### config.mk
export PLATFORM = sky130hd
export DESIGN_NAME = mem_port_arbiter_flat
export DESIGN_NICKNAME = d
export VERILOG_FILES = /design/src/rtl/mem_port_arbiter_if.sv /design/src/rtl/mem_port_arbiter.sv /design/src/flat_wrapper.sv
export SDC_FILE = /design/constraint.sdc
export NUM_CORES = 1
export LEC_CHECK = 0
export CAP_MARGIN = 5
export CORE_AREA = 4 4 119 121
export DETAILED_ROUTE_END_ITERATION = 10
export DIE_AREA = 0 0 123 125
export PLACE_DENSITY_LB_ADDON = 0.08
export SYNTH_ARGS = -nofsm -noshare
export SYNTH_HDL_FRONTEND = slang
export SYNTH_SLANG_ARGS = --single-unit
### constraint.sdc
create_clock -name clk -period 7.7 [get_ports clk]
set_clock_uncertainty 0.2 [all_clocks]
set_input_delay 1.155 -clock clk [delete_from_list [all_inputs] [get_ports clk]]
set_output_delay 1.155 -clock clk [all_outputs]
set_load 0.1 [all_outputs]
### src/rtl/mem_port_arbiter_if.sv
// Bundled signals of the two-master memory data-port arbiter: master-side
// request/grant/read-return channels and the shared memory data port.
interface mem_port_arbiter_if;
  // Handshake: a master raises req with addr/wdata/wmask stable and holds them
  // until gnt; the access happens on the rising edge where req && gnt. A read
  // granted in cycle N returns rdata qualified by rvalid in cycle N+1.
  logic        m0_req;
  logic        m0_lock;
  logic [31:0] m0_addr;
  logic [31:0] m0_wdata;
  logic [3:0]  m0_wmask;
  logic        m0_gnt;
  logic        m0_rvalid;
  logic [31:0] m0_rdata;

  logic        m1_req;
  logic        m1_lock;
  logic [31:0] m1_addr;
  logic [31:0] m1_wdata;
  logic [3:0]  m1_wmask;
  logic        m1_gnt;
  logic        m1_rvalid;
  logic [31:0] m1_rdata;

  logic [31:0] mem_addr;
  logic [31:0] mem_wdata;
  logic [3:0]  mem_wmask;
  logic [31:0] mem_data;

  modport slave (
    input  m0_req, m0_lock, m0_addr, m0_wdata, m0_wmask,
    input  m1_req, m1_lock, m1_addr, m1_wdata, m1_wmask,
    output m0_gnt, m0_rvalid, m0_rdata,
    output m1_gnt, m1_rvalid, m1_rdata,
    output mem_addr, mem_wdata, mem_wmask,
    input  mem_data
  );

  modport master (
    output m0_req, m0_lock, m0_addr, m0_wdata, m0_wmask,
    output m1_req, m1_lock, m1_addr, m1_wdata, m1_wmask,
    input  m0_gnt, m0_rvalid, m0_rdata,
    input  m1_gnt, m1_rvalid, m1_rdata,
    input  mem_addr, mem_wdata, mem_wmask,
    output mem_data
  );
endinterface

### src/rtl/mem_port_arbiter.sv
// Round-robin arbiter with bounded lock sharing the unified memory data port
// between the load/store unit (master 0) and the debug loader (master 1).
module mem_port_arbiter #(
  parameter int unsigned MAX_HOLD = 16
) (
  input  logic                      clk,
  input  logic                      reset,
  mem_port_arbiter_if.slave         bus,
  output logic [1:0]                state_dbg
);

  typedef enum logic [1:0] {
    IDLE  = 2'd0,
    LOCK0 = 2'd1,
    LOCK1 = 2'd2
  } state_t;

  localparam logic [7:0] MAX_HOLD8 = 8'(MAX_HOLD);

  state_t      state_q, state_d;
  logic        last_q, last_d;
  logic [7:0]  hold_q, hold_d;

  logic        gnt_any;
  logic        sel;
  logic        gnt_ok;
  logic        sel_lock;
  logic        other_req;
  logic        owner_kept;
  logic [31:0] sel_addr;
  logic [31:0] sel_wdata;
  logic [3:0]  sel_wmask;

  logic [31:0] addr_q;
  logic [31:0] wdata_q;
  logic        rd_pend_q;
  logic        rd_owner_q;

  always_ff @(posedge clk or posedge reset) begin
    if (reset) begin
      state_q <= IDLE;
      last_q  <= 1'b1;
      hold_q  <= 8'd0;
    end else begin
      state_q <= state_d;
      last_q  <= last_d;
      hold_q  <= hold_d;
    end
  end

  always_comb begin
    state_d    = state_q;
    last_d     = last_q;
    hold_d     = hold_q;
    gnt_any    = 1'b0;
    sel        = 1'b0;
    sel_lock   = 1'b0;
    other_req  = 1'b0;
    owner_kept = 1'b0;

    case (state_q)
      IDLE: begin
        if (bus.m0_req && bus.m1_req) begin
          gnt_any = 1'b1;
          sel     = ~last_q;
        end else if (bus.m0_req) begin
          gnt_any = 1'b1;
          sel     = 1'b0;
        end else if (bus.m1_req) begin
          gnt_any = 1'b1;
          sel     = 1'b1;
        end
      end
      LOCK0: begin
        // The holder wins unless it has used up its contested budget.
        if (bus.m0_req) begin
          gnt_any = 1'b1;
          sel     = (hold_q == MAX_HOLD8) && bus.m1_req;
        end else if (bus.m1_req) begin
          gnt_any = 1'b1;
          sel     = 1'b1;
        end
      end
      LOCK1: begin
        if (bus.m1_req) begin
          gnt_any = 1'b1;
          sel     = !((hold_q == MAX_HOLD8) && bus.m0_req);
        end else if (bus.m0_req) begin
          gnt_any = 1'b1;
          sel     = 1'b0;
        end
      end
      default: begin
        state_d = IDLE;
      end
    endcase

    if (gnt_any) begin
      last_d     = sel;
      sel_lock   = sel ? bus.m1_lock : bus.m0_lock;
      other_req  = sel ? bus.m0_req : bus.m1_req;
      owner_kept = ((state_q == LOCK0) && !sel) || ((state_q == LOCK1) && sel);
      if (owner_kept) begin
        if (sel_lock) begin
          // Only contested grants consume budget; uncontested locks never expire.
          if (other_req && (hold_q < MAX_HOLD8)) begin
            hold_d = hold_q + 8'd1;
          end
        end else begin
          state_d = IDLE;
          hold_d  = 8'd0;
        end
      end else if (state_q == IDLE) begin
        if (sel_lock) begin
          state_d = sel ? LOCK1 : LOCK0;
          hold_d  = 8'd1;
        end
      end else begin
        state_d = IDLE;
        hold_d  = 8'd0;
      end
    end else if (state_q != IDLE) begin
      state_d = IDLE;
      hold_d  = 8'd0;
    end
  end

  assign gnt_ok    = gnt_any && !reset;
  assign sel_addr  = sel ? bus.m1_addr  : bus.m0_addr;
  assign sel_wdata = sel ? bus.m1_wdata : bus.m0_wdata;
  assign sel_wmask = sel ? bus.m1_wmask : bus.m0_wmask;

  assign bus.m0_gnt = gnt_ok && !sel;
  assign bus.m1_gnt = gnt_ok && sel;

  // Ungranted cycles keep the last address/data on the port and never write.
  assign bus.mem_addr  = gnt_ok ? sel_addr  : addr_q;
  assign bus.mem_wdata = gnt_ok ? sel_wdata : wdata_q;
  assign bus.mem_wmask = gnt_ok ? sel_wmask : 4'd0;

  always_ff @(posedge clk or posedge reset) begin
    if (reset) begin
      addr_q     <= 32'd0;
      wdata_q    <= 32'd0;
      rd_pend_q  <= 1'b0;
      rd_owner_q <= 1'b0;
    end else begin
      rd_pend_q <= gnt_ok && (sel_wmask == 4'd0);
      if (gnt_ok) begin
        addr_q     <= sel_addr;
        wdata_q    <= sel_wdata;
        rd_owner_q <= sel;
      end
    end
  end

  assign bus.m0_rvalid = rd_pend_q && !rd_owner_q;
  assign bus.m1_rvalid = rd_pend_q && rd_owner_q;
  assign bus.m0_rdata  = bus.mem_data;
  assign bus.m1_rdata  = bus.mem_data;

  assign state_dbg = state_q;

endmodule

### src/flat_wrapper.sv
// flat-port wrapper written by rule: the top's interface ports become plain ports
module mem_port_arbiter_flat 
#(
  parameter int unsigned MAX_HOLD = 16
)
  (clk, reset, state_dbg, bus_m0_req, bus_m0_lock, bus_m0_addr, bus_m0_wdata, bus_m0_wmask, bus_m1_req, bus_m1_lock, bus_m1_addr, bus_m1_wdata, bus_m1_wmask, bus_m0_gnt, bus_m0_rvalid, bus_m0_rdata, bus_m1_gnt, bus_m1_rvalid, bus_m1_rdata, bus_mem_addr, bus_mem_wdata, bus_mem_wmask, bus_mem_data);
  mem_port_arbiter_if bus_i ();
  input  logic clk;
  input  logic reset;
  output logic [1:0] state_dbg;
  input wire logic [$bits(bus_i.m0_req)-1:0] bus_m0_req;
  input wire logic [$bits(bus_i.m0_lock)-1:0] bus_m0_lock;
  input wire logic [$bits(bus_i.m0_addr)-1:0] bus_m0_addr;
  input wire logic [$bits(bus_i.m0_wdata)-1:0] bus_m0_wdata;
  input wire logic [$bits(bus_i.m0_wmask)-1:0] bus_m0_wmask;
  input wire logic [$bits(bus_i.m1_req)-1:0] bus_m1_req;
  input wire logic [$bits(bus_i.m1_lock)-1:0] bus_m1_lock;
  input wire logic [$bits(bus_i.m1_addr)-1:0] bus_m1_addr;
  input wire logic [$bits(bus_i.m1_wdata)-1:0] bus_m1_wdata;
  input wire logic [$bits(bus_i.m1_wmask)-1:0] bus_m1_wmask;
  output wire logic [$bits(bus_i.m0_gnt)-1:0] bus_m0_gnt;
  output wire logic [$bits(bus_i.m0_rvalid)-1:0] bus_m0_rvalid;
  output wire logic [$bits(bus_i.m0_rdata)-1:0] bus_m0_rdata;
  output wire logic [$bits(bus_i.m1_gnt)-1:0] bus_m1_gnt;
  output wire logic [$bits(bus_i.m1_rvalid)-1:0] bus_m1_rvalid;
  output wire logic [$bits(bus_i.m1_rdata)-1:0] bus_m1_rdata;
  output wire logic [$bits(bus_i.mem_addr)-1:0] bus_mem_addr;
  output wire logic [$bits(bus_i.mem_wdata)-1:0] bus_mem_wdata;
  output wire logic [$bits(bus_i.mem_wmask)-1:0] bus_mem_wmask;
  input wire logic [$bits(bus_i.mem_data)-1:0] bus_mem_data;
  assign bus_i.m0_req = bus_m0_req;
  assign bus_i.m0_lock = bus_m0_lock;
  assign bus_i.m0_addr = bus_m0_addr;
  assign bus_i.m0_wdata = bus_m0_wdata;
  assign bus_i.m0_wmask = bus_m0_wmask;
  assign bus_i.m1_req = bus_m1_req;
  assign bus_i.m1_lock = bus_m1_lock;
  assign bus_i.m1_addr = bus_m1_addr;
  assign bus_i.m1_wdata = bus_m1_wdata;
  assign bus_i.m1_wmask = bus_m1_wmask;
  assign bus_m0_gnt = bus_i.m0_gnt;
  assign bus_m0_rvalid = bus_i.m0_rvalid;
  assign bus_m0_rdata = bus_i.m0_rdata;
  assign bus_m1_gnt = bus_i.m1_gnt;
  assign bus_m1_rvalid = bus_i.m1_rvalid;
  assign bus_m1_rdata = bus_i.m1_rdata;
  assign bus_mem_addr = bus_i.mem_addr;
  assign bus_mem_wdata = bus_i.mem_wdata;
  assign bus_mem_wmask = bus_i.mem_wmask;
  assign bus_i.mem_data = bus_mem_data;
  mem_port_arbiter #(.MAX_HOLD(MAX_HOLD)) u_core (.clk(clk), .reset(reset), .bus(bus_i), .state_dbg(state_dbg));
endmodule
After elaboration in Yosys (flattened, before gate mapping)
Index checks and enable logic that the tools add are counted.

Register bits: 77. Input bits: 174.

$add $sub $neg: 1. $lt $le $gt $ge: 1. Eq/ne operators: 5. Multiplexer cells: 34. Bitwise operators: 1. Reduce and logical (&&, ||, !) cells: 23.

Operators with widths (count): two-way mux 32 bit (4); two-way mux 8 bit (7); two-way mux 2 bit (8); logical AND 1 bit (12); two-way mux 1 bit (11); adder 8 x 1 -> 8 bit (second input constant) (1); == test 8 x 5 -> 1 bit (second input constant) (1); less-than comparator 8 x 5 -> 1 bit (second input constant) (1); two-way mux 4 bit (2); != test 4 bit (second input constant) (2); one-hot mux 1 bit (3 select lines) (2); zero test 1 bit (4); zero test 4 bit (1); nonzero test 2 bit (2); AND reduction 3 bit (1); OR reduction 3 bit (1); == test 2 x 1 -> 1 bit (second input constant) (1); == test 2 bit (second input constant) (1); zero test 2 bit (1); logical OR 1 bit (1); NOT 1 bit (1).

Logic depth before layout (Yosys ltp)
Gate-level depths: netlist of run 1.

Depth in word-level cells: 11. Gate-level depth with buffers: 10.

Least setup slack after synthesis of run 1
Ideal clock, no wire load.

Path type: input to output. From: input port reset. To: output port bus_m1_gnt. Arrival time: 4690 ps. Required time: 6345 ps. Path slack: 1655 ps. Cell stages on the path: 3. Path buffers: 0. Cells stage by stage: inv_1 nand2_1 nor2_1.

Longest elaborated chain between the ends: 3.

RTL lines: start, declared (line flat_wrapper.sv:9) `input logic reset;`; zero test 1 bit (line mem_port_arbiter.sv:128) `assign gnt_ok = gnt_any && !reset;`; logical AND 1 bit (line mem_port_arbiter.sv:128); logical AND 1 bit (line mem_port_arbiter.sv:134) `assign bus.m1_gnt = gnt_ok && sel;`; end, declared (line flat_wrapper.sv:24) `output wire logic [$bits(bus_i.m1_gnt)-1:0] bus_m1_gnt;`.

Every way passes these cells.

Final worst setup path of run 1
From: input port bus_m0_req. To: output port bus_mem_addr[27].

Longest elaborated chain between the ends: 6.

RTL lines: start, declared (line flat_wrapper.sv:11) `input wire logic [$bits(bus_i.m0_req)-1:0] bus_m0_req;`; logical AND 1 bit (line mem_port_arbiter.sv:87) `sel = !((hold_q == MAX_HOLD8) && bus.m0_req);`; zero test 1 bit (line mem_port_arbiter.sv:87); two-way mux 1 bit (line mem_port_arbiter.sv:85) `if (bus.m1_req) begin`; one-hot mux 1 bit (3 select lines) (line mem_port_arbiter.sv:61) `case (state_q)`; two-way mux 32 bit (line mem_port_arbiter.sv:129) `assign sel_addr = sel ? bus.m1_addr : bus.m0_addr;`; two-way mux 32 bit * (line mem_port_arbiter.sv:137) `assign bus.mem_addr = gnt_ok ? sel_addr : addr_q;`; end, declared (line flat_wrapper.sv:27) `output wire logic [$bits(bus_i.mem_addr)-1:0] bus_mem_addr;`.

Mark *: on every way between the ends. The rest lies on a longest branch, timed or not.

==> results.md, run 1 <==
- The Yosys step of the flow raised 0 warnings.
- The global-route track usage on met1 is 23.2%.
- Ranked by total cell area, the synthesized netlist is headed by sky130_fd_sc_hd__dfrtp_1, sky130_fd_sc_hd__buf_4, sky130_fd_sc_hd__nand3b_1.
- The worst setup path is launched from an input pin.
- The clock tree from TritonCTS is done.
- The share of synthesized area in the top cell type comes to 39.3%.
- The average wire length per cell after detail routing is 18.3 µm.
- After global routing the overflow that remains totals 0.
- The DRC marker count from the first detailed-route iteration is 316.
- The most used flip-flop cell after synthesis is sky130_fd_sc_hd__dfrtp_1.
- Setup repair after global routing left no endpoint under its margin.
- The placed wire-length estimate after detailed placement is 11100 µm.
- The share of flip-flops with an asynchronous set or reset is 100%.
- The level count of the clock H-tree is 3.
- The top cell types in the final layout, fill and taps aside, are sky130_fd_sc_hd__clkdlybuf4s50_1, sky130_fd_sc_hd__dfrtp_1, sky130_fd_sc_hd__nor2_1.
- In the routed design, unresolved DRC markers number 0.
- Across all layers, the routed design uses 4277 vias.
- STA classifies the critical path endpoint as a primary output.
- The worst pin sits at a relative slew slack of 15.6%.
- For this block, the routed nets add up to 15400 µm of wire.
- Setup violations remaining at the end of the flow were counted as 0.
- The TritonCTS sink count is 77.
- The total standard cell area after synthesis is 4840 µm².
- The total negative slack for setup checks is 0 ps.
- The global-route met3 utilization is 4.70%.
- The floorplan step defined a die boundary enclosing 15400 µm².
- In this run the deepest clock path goes through 2 buffers.
- Timing would allow up to 0.162 GHz.
- The post-route netlist has 6.63% of its cells at a drive strength greater than 1.
- The worst-path maximum fanout is 26.
- The clock period could shrink to 6160 ps.
- The site row count is 42.
- The global-route usage over all layers is 19.4%.
- The first-pass GRT wire length is 23400 µm.
- The count of mapped cells out of synthesis is 529.
- Measured along the x axis, the die boundary spans 123 µm.
- Once detail routing completed, the nets flagged for antenna violations numbered 0.
- The count of boundary I/O pins is 312.
- A synthesized cell averages 9.15 µm².
- The final hold violation count is 0.
- The worst min-delay path class is reg -> reg.
- The worst path uses 80.0% of the clock period.
- The netlist uses 44 different library cells.
- Across all hold checks on the routed design, the worst slack comes to 290 ps.
- The total of hold buffers inserted after clock tree synthesis is 0.
- The final max-slew violation count is 0.
- TritonCTS created 9 clock buffers.
- Entering global routing, the biggest net connects 85 pins.
- The most used routing layer is met2.
- In the global route stage, met2 resource usage came out at 31.5%.
- Synthesis produced a netlist with a net count of 709.
- Clock latency on the worst-skew pair, taken at its later pin, is 330 ps.
- The arrival time of the worst setup path is 4810 ps.
- The per-cell via count in the routed design is 5.09.
- The number of flops mapped to enable cells by yosys is 0.
- The leading area contributor after synthesis is sky130_fd_sc_hd__dfrtp_1.
- The area growth from synthesis to layout is 41.6%.
- The pre-antenna-repair detailed-routing pass consisted of 4 iterations.
- The share of the Yosys chip area taken by registers is 39.8%.
- The slew of the pin with the lowest slew margin is 1260 ps.
- Once the clock tree was built, the setup fixing pass inserted 0 buffers.
- The number of antenna diodes in the final layout is 0.
- The number of I/O port buffers is 215.
- The starting density of the core is 37.0%.
- At the end of routability-driven placement, the weighted congestion stood at 0.819.
- The max-capacitance violation count is 0.
- The type of the worst setup path is in -> out.
- At the worst endpoint, the required time is 6340 ps.
- CTS placed an instance of sky130_fd_sc_hd__clkbuf_16 at the clock tree root.
- The net count of the finished layout is 844.
- The number of resized instances in the post-cts repair step is 0.
- The number of global-route vias before repair came to 4378.
- The run finished with clean final reports.
- The die is 125 µm tall.
- The synthesis-stage register bit count is 77.
- The core footprint is 13100 µm².
- The most frequent standard cell in the layout excluding fill and tap cells is sky130_fd_sc_hd__clkdlybuf4s50_1.
- The clock-pin slew of the registers on the worst-case setup and hold paths is 50 ps.
- The initial antenna violation count is 0.
[stage by stage]
| step | setup slack, ps | std cells | instance area [µm²] | util, % |
|---|---|---|---|---|
| after floorplan | 1650 | 529 | 4840 | - |
| after global placement | 1650 | 829 | 6610 | 50.5 |
| after detailed placement | 1540 | 829 | 6610 | 50.5 |
| after CTS | 1530 | 840 | 6860 | 52.4 |
| after global routing | 1340 | 840 | 6860 | 52.4 |
| final | 1540 | 840 | 6860 | 52.4 |
[synth_stat cells, types with 2 or more instances]
cell                        n
sky130_fd_sc_hd__dfrtp_1   76
sky130_fd_sc_hd__nor2_1    74
sky130_fd_sc_hd__a31oi_1   66
sky130_fd_sc_hd__buf_4     65
sky130_fd_sc_hd__nand2b_1  64
sky130_fd_sc_hd__nand3b_1  64
sky130_fd_sc_hd__clkbuf_1  25
sky130_fd_sc_hd__inv_1     11
sky130_fd_sc_hd__nand2_1   11
sky130_fd_sc_hd__buf_6      7
sky130_fd_sc_hd__ha_1       6
sky130_fd_sc_hd__mux2i_1    6
sky130_fd_sc_hd__nor2b_1    5
sky130_fd_sc_hd__a21oi_1    4
sky130_fd_sc_hd__buf_2      4
sky130_fd_sc_hd__nor3_1     4
sky130_fd_sc_hd__o21ai_0    4
sky130_fd_sc_hd__o22ai_1    4
sky130_fd_sc_hd__nand4_1    3
sky130_fd_sc_hd__and2_1     2
[final cells by class]
cell class                      count  area (µm²)
Timing Repair Buffer              225        2220
Fill cell                        1226        6230
Clock buffer                       11         243
Tap cell                          176         220
Multi-Input combinational cell    340        2200
Sequential cell                    77        1930
Inverter                           11        42.5
[worst max-delay path, cell delays in order]
cell                              delay (ps)
sky130_fd_sc_hd__clkdlybuf4s50_1         560
sky130_fd_sc_hd__o22ai_1                 180
sky130_fd_sc_hd__nor3_2                  980
sky130_fd_sc_hd__buf_4                   430
sky130_fd_sc_hd__nor2_1                   80
sky130_fd_sc_hd__a31oi_1                 210
sky130_fd_sc_hd__clkdlybuf4s50_1        1190
[cells by family (layout without fill, tap and decap cells)]
logic type,after synthesis,count (layout),synth area share (%)
flops,77,77,39.8
mux,8,8,1.94
buf+inv,112,247,14.9
compound gates,93,93,14.2
simple gates,233,233,27.5
fa+ha+maj,6,6,1.55
[state kept, by name (all words and copies together) (netlist names)]
name,cells
u_core.addr_q,32
u_core.state_dbg,2
u_core.wdata_q,32
u_core.rd_pend_q,1
u_core.last_q,1
u_core.rd_owner_q,1
u_core.hold_q,8
[final timing paths]
| kind | to | from | slack (ps) | cells past startpoint |
|---|---|---|---|---|
| min in group asynchronous | u_core.addr_q[29] | reset | 1320 | 3 |
| worst max register to register | u_core.wdata_q[13] | u_core.state_dbg[0] | 4500 | 5 |
| worst min-delay path | u_core.hold_q[6] | u_core.hold_q[6] | 290 | 1 |
| worst max-delay path | bus_mem_addr[27] | bus_m0_req | 1540 | 7 |
| worst min register to register | u_core.hold_q[6] | u_core.hold_q[6] | 290 | 1 |
| max in group asynchronous | u_core.hold_q[1] | reset | 5250 | 3 |
[metal layers]
metal | vias up | wire [µm]
met5 | - | 0
met4 | 0 | 785
met3 | 54 | 1040
met2 | 171 | 7290
met1 | 2022 | 6270
li1 | 2030 | -
Power of run 1 is left out: the tool's default activity adds up to more than one toggle a clock period on the data nets, which glitch-free logic cannot reach.
==> inputs of run 2 (changes only) <==
- CORE_AREA: 4 4 119 121 -> unset
- CORE_MARGIN: unset -> 4
- CORE_UTILIZATION: unset -> 37
- DIE_AREA: 0 0 123 125 -> unset
- clock period: 7.7 -> 5.81 ns (I/O delays scaled with it)
==> run 2 against run 1 <==
Utilization rose by 0.86 points; die area down 2.6%; routed wire length is 4.5% lower; via count shrank 0.35%; flip-flop and latch count stayed put; sequential share of layout area up 0.33 points; first-iteration DRC count shrank 22%; cell count shrank 0.36%.
==> results.md, run 2 (synthesis gave the netlist of run 1 again) <==
- The flow ran to the end, and the final reports show no timing, DRC or antenna violations.
- The buffering stage count on the worst path with inverters included is 3.
- The final global-route overflow total is 0.
- Headroom to the max-slew limit came out at 33.0%.
- The tree is rooted in a sky130_fd_sc_hd__clkbuf_16.
- The depth of the worst register-to-register path is 9.
- The type of element launching the critical path is an input pin.
- The largest registers in the layout are u_core.addr_q (32), u_core.wdata_q (32), u_core.hold_q (8).
- The number of buffers on the longest clock path is 2.
- The final hold violation count is 0.
- After detailed routing, the number of vias per cell comes to 5.09.
- The slowest library cell on the worst path is sky130_fd_sc_hd__a31oi_4.
- The later pin in the worst-skew pair is clocked with a latency of 340 ps.
- Clock-pin slew was measured on the worst setup and hold paths at 60 ps.
- The first detailed-routing pass ran for 4 iterations.
- 312 I/O pins were placed.
- The worst slack at placement is 1070 ps.
- For the worst setup path, the data arrival time is 3660 ps.
- Summing all placed instances gives a cell area of 6430 µm².
- The endpoint of the lowest-slack register-to-register path is u_core.wdata_q[26].
- Global routing used 19.0% of the available tracks.
- The library cell used most frequently in the layout, excluding fill and tap cells, is sky130_fd_sc_hd__clkdlybuf4s50_1.
- The worst path setup slack after routing is 1080 ps.
- The vias after detailed routing is 4262.
- The site row count is 41.
- For this run, the top clock speed supported by timing is 0.211 GHz.
- The total wire length after detailed routing is 14700 µm.
- The start point of the worst hold path is u_core.rd_owner_q.
- The multi-input combinational cells in the finished layout cover a total of 2200 µm².
- The fraction of layout instances using a drive strength above 1 is 16.4%.
- The worst setup path is captured at a primary output.
- The number of fillers in the final layout is 1216.
- Across the whole layout, storage elements account for 1930 µm².
- The final critical delay including setup and external delays is 4730 ps.
- The top cell types in the final layout, fill and taps aside, are sky130_fd_sc_hd__clkdlybuf4s50_1, sky130_fd_sc_hd__buf_4, sky130_fd_sc_hd__dfrtp_1.
- Summed over all failing endpoints, the final setup total negative slack is 0 ps.
- Buffers inserted during clock tree synthesis total 9.
- The setup slack of the most critical reg-to-reg path is 2570 ps.
- The startpoint identified for the worst register-to-register timing path is u_core.hold_q[0].
- The critical path goes through clkdlybuf4s50_1, a21bo_4, nand4b_2, nand2_1, a31oi_4, buf_12, nand3b_1, a31oi_1, buf_4.
- The starting density of the core is 38.1%.
- The floorplan die height is 122 µm.
- Of the available clock period, the critical path in the final layout requires 81.4%.
- The number of global-route vias before repair is 4230.
- In this design, the largest share of critical-path delay is due to buffers and inverters.
- After clock tree synthesis, the repair step resized 0 gates.
- The clock tree synthesis step divided the H-tree into 3 levels.
- Entering global routing, the biggest net connects 91 pins.
- After detailed routing, the average wire length per cell comes to 17.5 µm.
- On the worst path, the slowest cell contributes a delay of 520 ps.
- The post-layout instance area is 6780 µm².
- The max-capacitance violation count is 0.
- For the worst setup path, the data required time is 4740 ps.
- CTS saw 77 sinks.
- The core region is 12700 µm².
- The number of I/O port buffers is 215.
- The diode insertion count for antenna repair is 0.
- Along the worst path, the maximum fanout reaches 86.
- Setup repair after global routing left no endpoint under its margin.
- The post-route antenna net violation count is 0.
- TritonCTS built the clock tree.
- The number of buffers added for setup after CTS is 0.
- The DRC marker count from the first detailed-route iteration is 246.
- The type of the worst setup path is in -> out.
- The final RePlAce weighted congestion is 0.811.
- At the pin with the least slew margin, the transition time is 1010 ps.
- The first-pass GRT wire length is 22300 µm.
- The capture endpoint of the worst hold path is u_core.rd_owner_q.
- The final max-slew violation count came to 0.
- The initial antenna violation count is 0.
- The placed wire-length estimate after detailed placement is 10600 µm.
- The final number of setup-violating endpoints is 0.
- The worst min-delay path class is reg -> reg.
- In the routed design, unresolved DRC markers number 0.
- The total of hold buffers inserted after clock tree synthesis is 0.
- The area growth from synthesis to layout is 39.9%.
- From left edge to right edge, the die measures 122 µm.
- The floorplan step defined a die boundary enclosing 15000 µm².
- The final-stage net count is 841.
- Counting instances, the worst hold path has a depth of 1.
-- run 2: cell count changes in the layout (fill, tap and decap cells not counted) --
cell | previous run | this run
sky130_fd_sc_hd__clkbuf_8 | 1 | 2
sky130_fd_sc_hd__clkdlybuf4s50_1 | 208 | 145
sky130_fd_sc_hd__buf_4 | 16 | 76
sky130_fd_sc_hd__clkinv_2 | 1 | 2
sky130_fd_sc_hd__clkbuf_1 | 1 | 0
sky130_fd_sc_hd__bufinv_16 | 0 | 3
-- run 2: metal layers --
metal  wire length [µm]  global-route usage [%]  part of all wire (%)  vias to the layer above
li1                   -                       -                     -                     2018
met1               5760                    21.9                    39                     2032
met2               7220                    32.4                    49                      161
met3               1080                    4.61                   7.4                       51
met4                621                    10.8                   4.2                        0
met5                  0                       0                     0                        -
-- run 2: worst max-delay path by stage --
stage / from / end / slack [ps] / depth (start not counted)
4_1_cts: bus_m0_req / bus_mem_wdata[26] / 1080 / 9
6_report: bus_m0_req / bus_mem_wdata[26] / 1080 / 9
5_1_grt: u_core.hold_q[0] / bus_mem_wdata[26] / 870 / 10
3_5_place_dp: bus_m0_req / bus_mem_wdata[26] / 1070 / 9
3_3_place_gp: bus_m0_req / bus_mem_wdata[26] / 1120 / 9
2_1_floorplan: reset / bus_m1_gnt / 330 / 3
-- run 2: final cells by class --
class | count | share of cell area, %
clock buffers | 11 | 3.73
repair buffers | 222 | 30.1
clock inverters | 4 | 1.40
multi-input cells | 340 | 32.5
well taps | 172 | 3.18
flip-flops and latches | 77 | 28.5
inverters | 11 | 0.628
-- run 2: per-stage QoR --
step / hold slack (ps) / util (%) / cells
global route: 327 / 53.3 / 837
floorplan: 255 / - / 529
detailed placement: 284 / 50.5 / 822
finish: 296 / 53.3 / 837
global placement: 279 / 50.5 / 822
CTS: 298 / 53.3 / 837
-- run 2: worst register-to-register path: cells and delay by family, from the launching register on --
family                   cells  cell delay, ps
AND/OR/NAND/NOR              3             950
buffers and inverters        2             450
flip-flops                   1             420
AO/OA/AOI/OAI                3             950
adder cells (fa/ha/maj)      1             140
Power of run 2 is left out for the same reason.
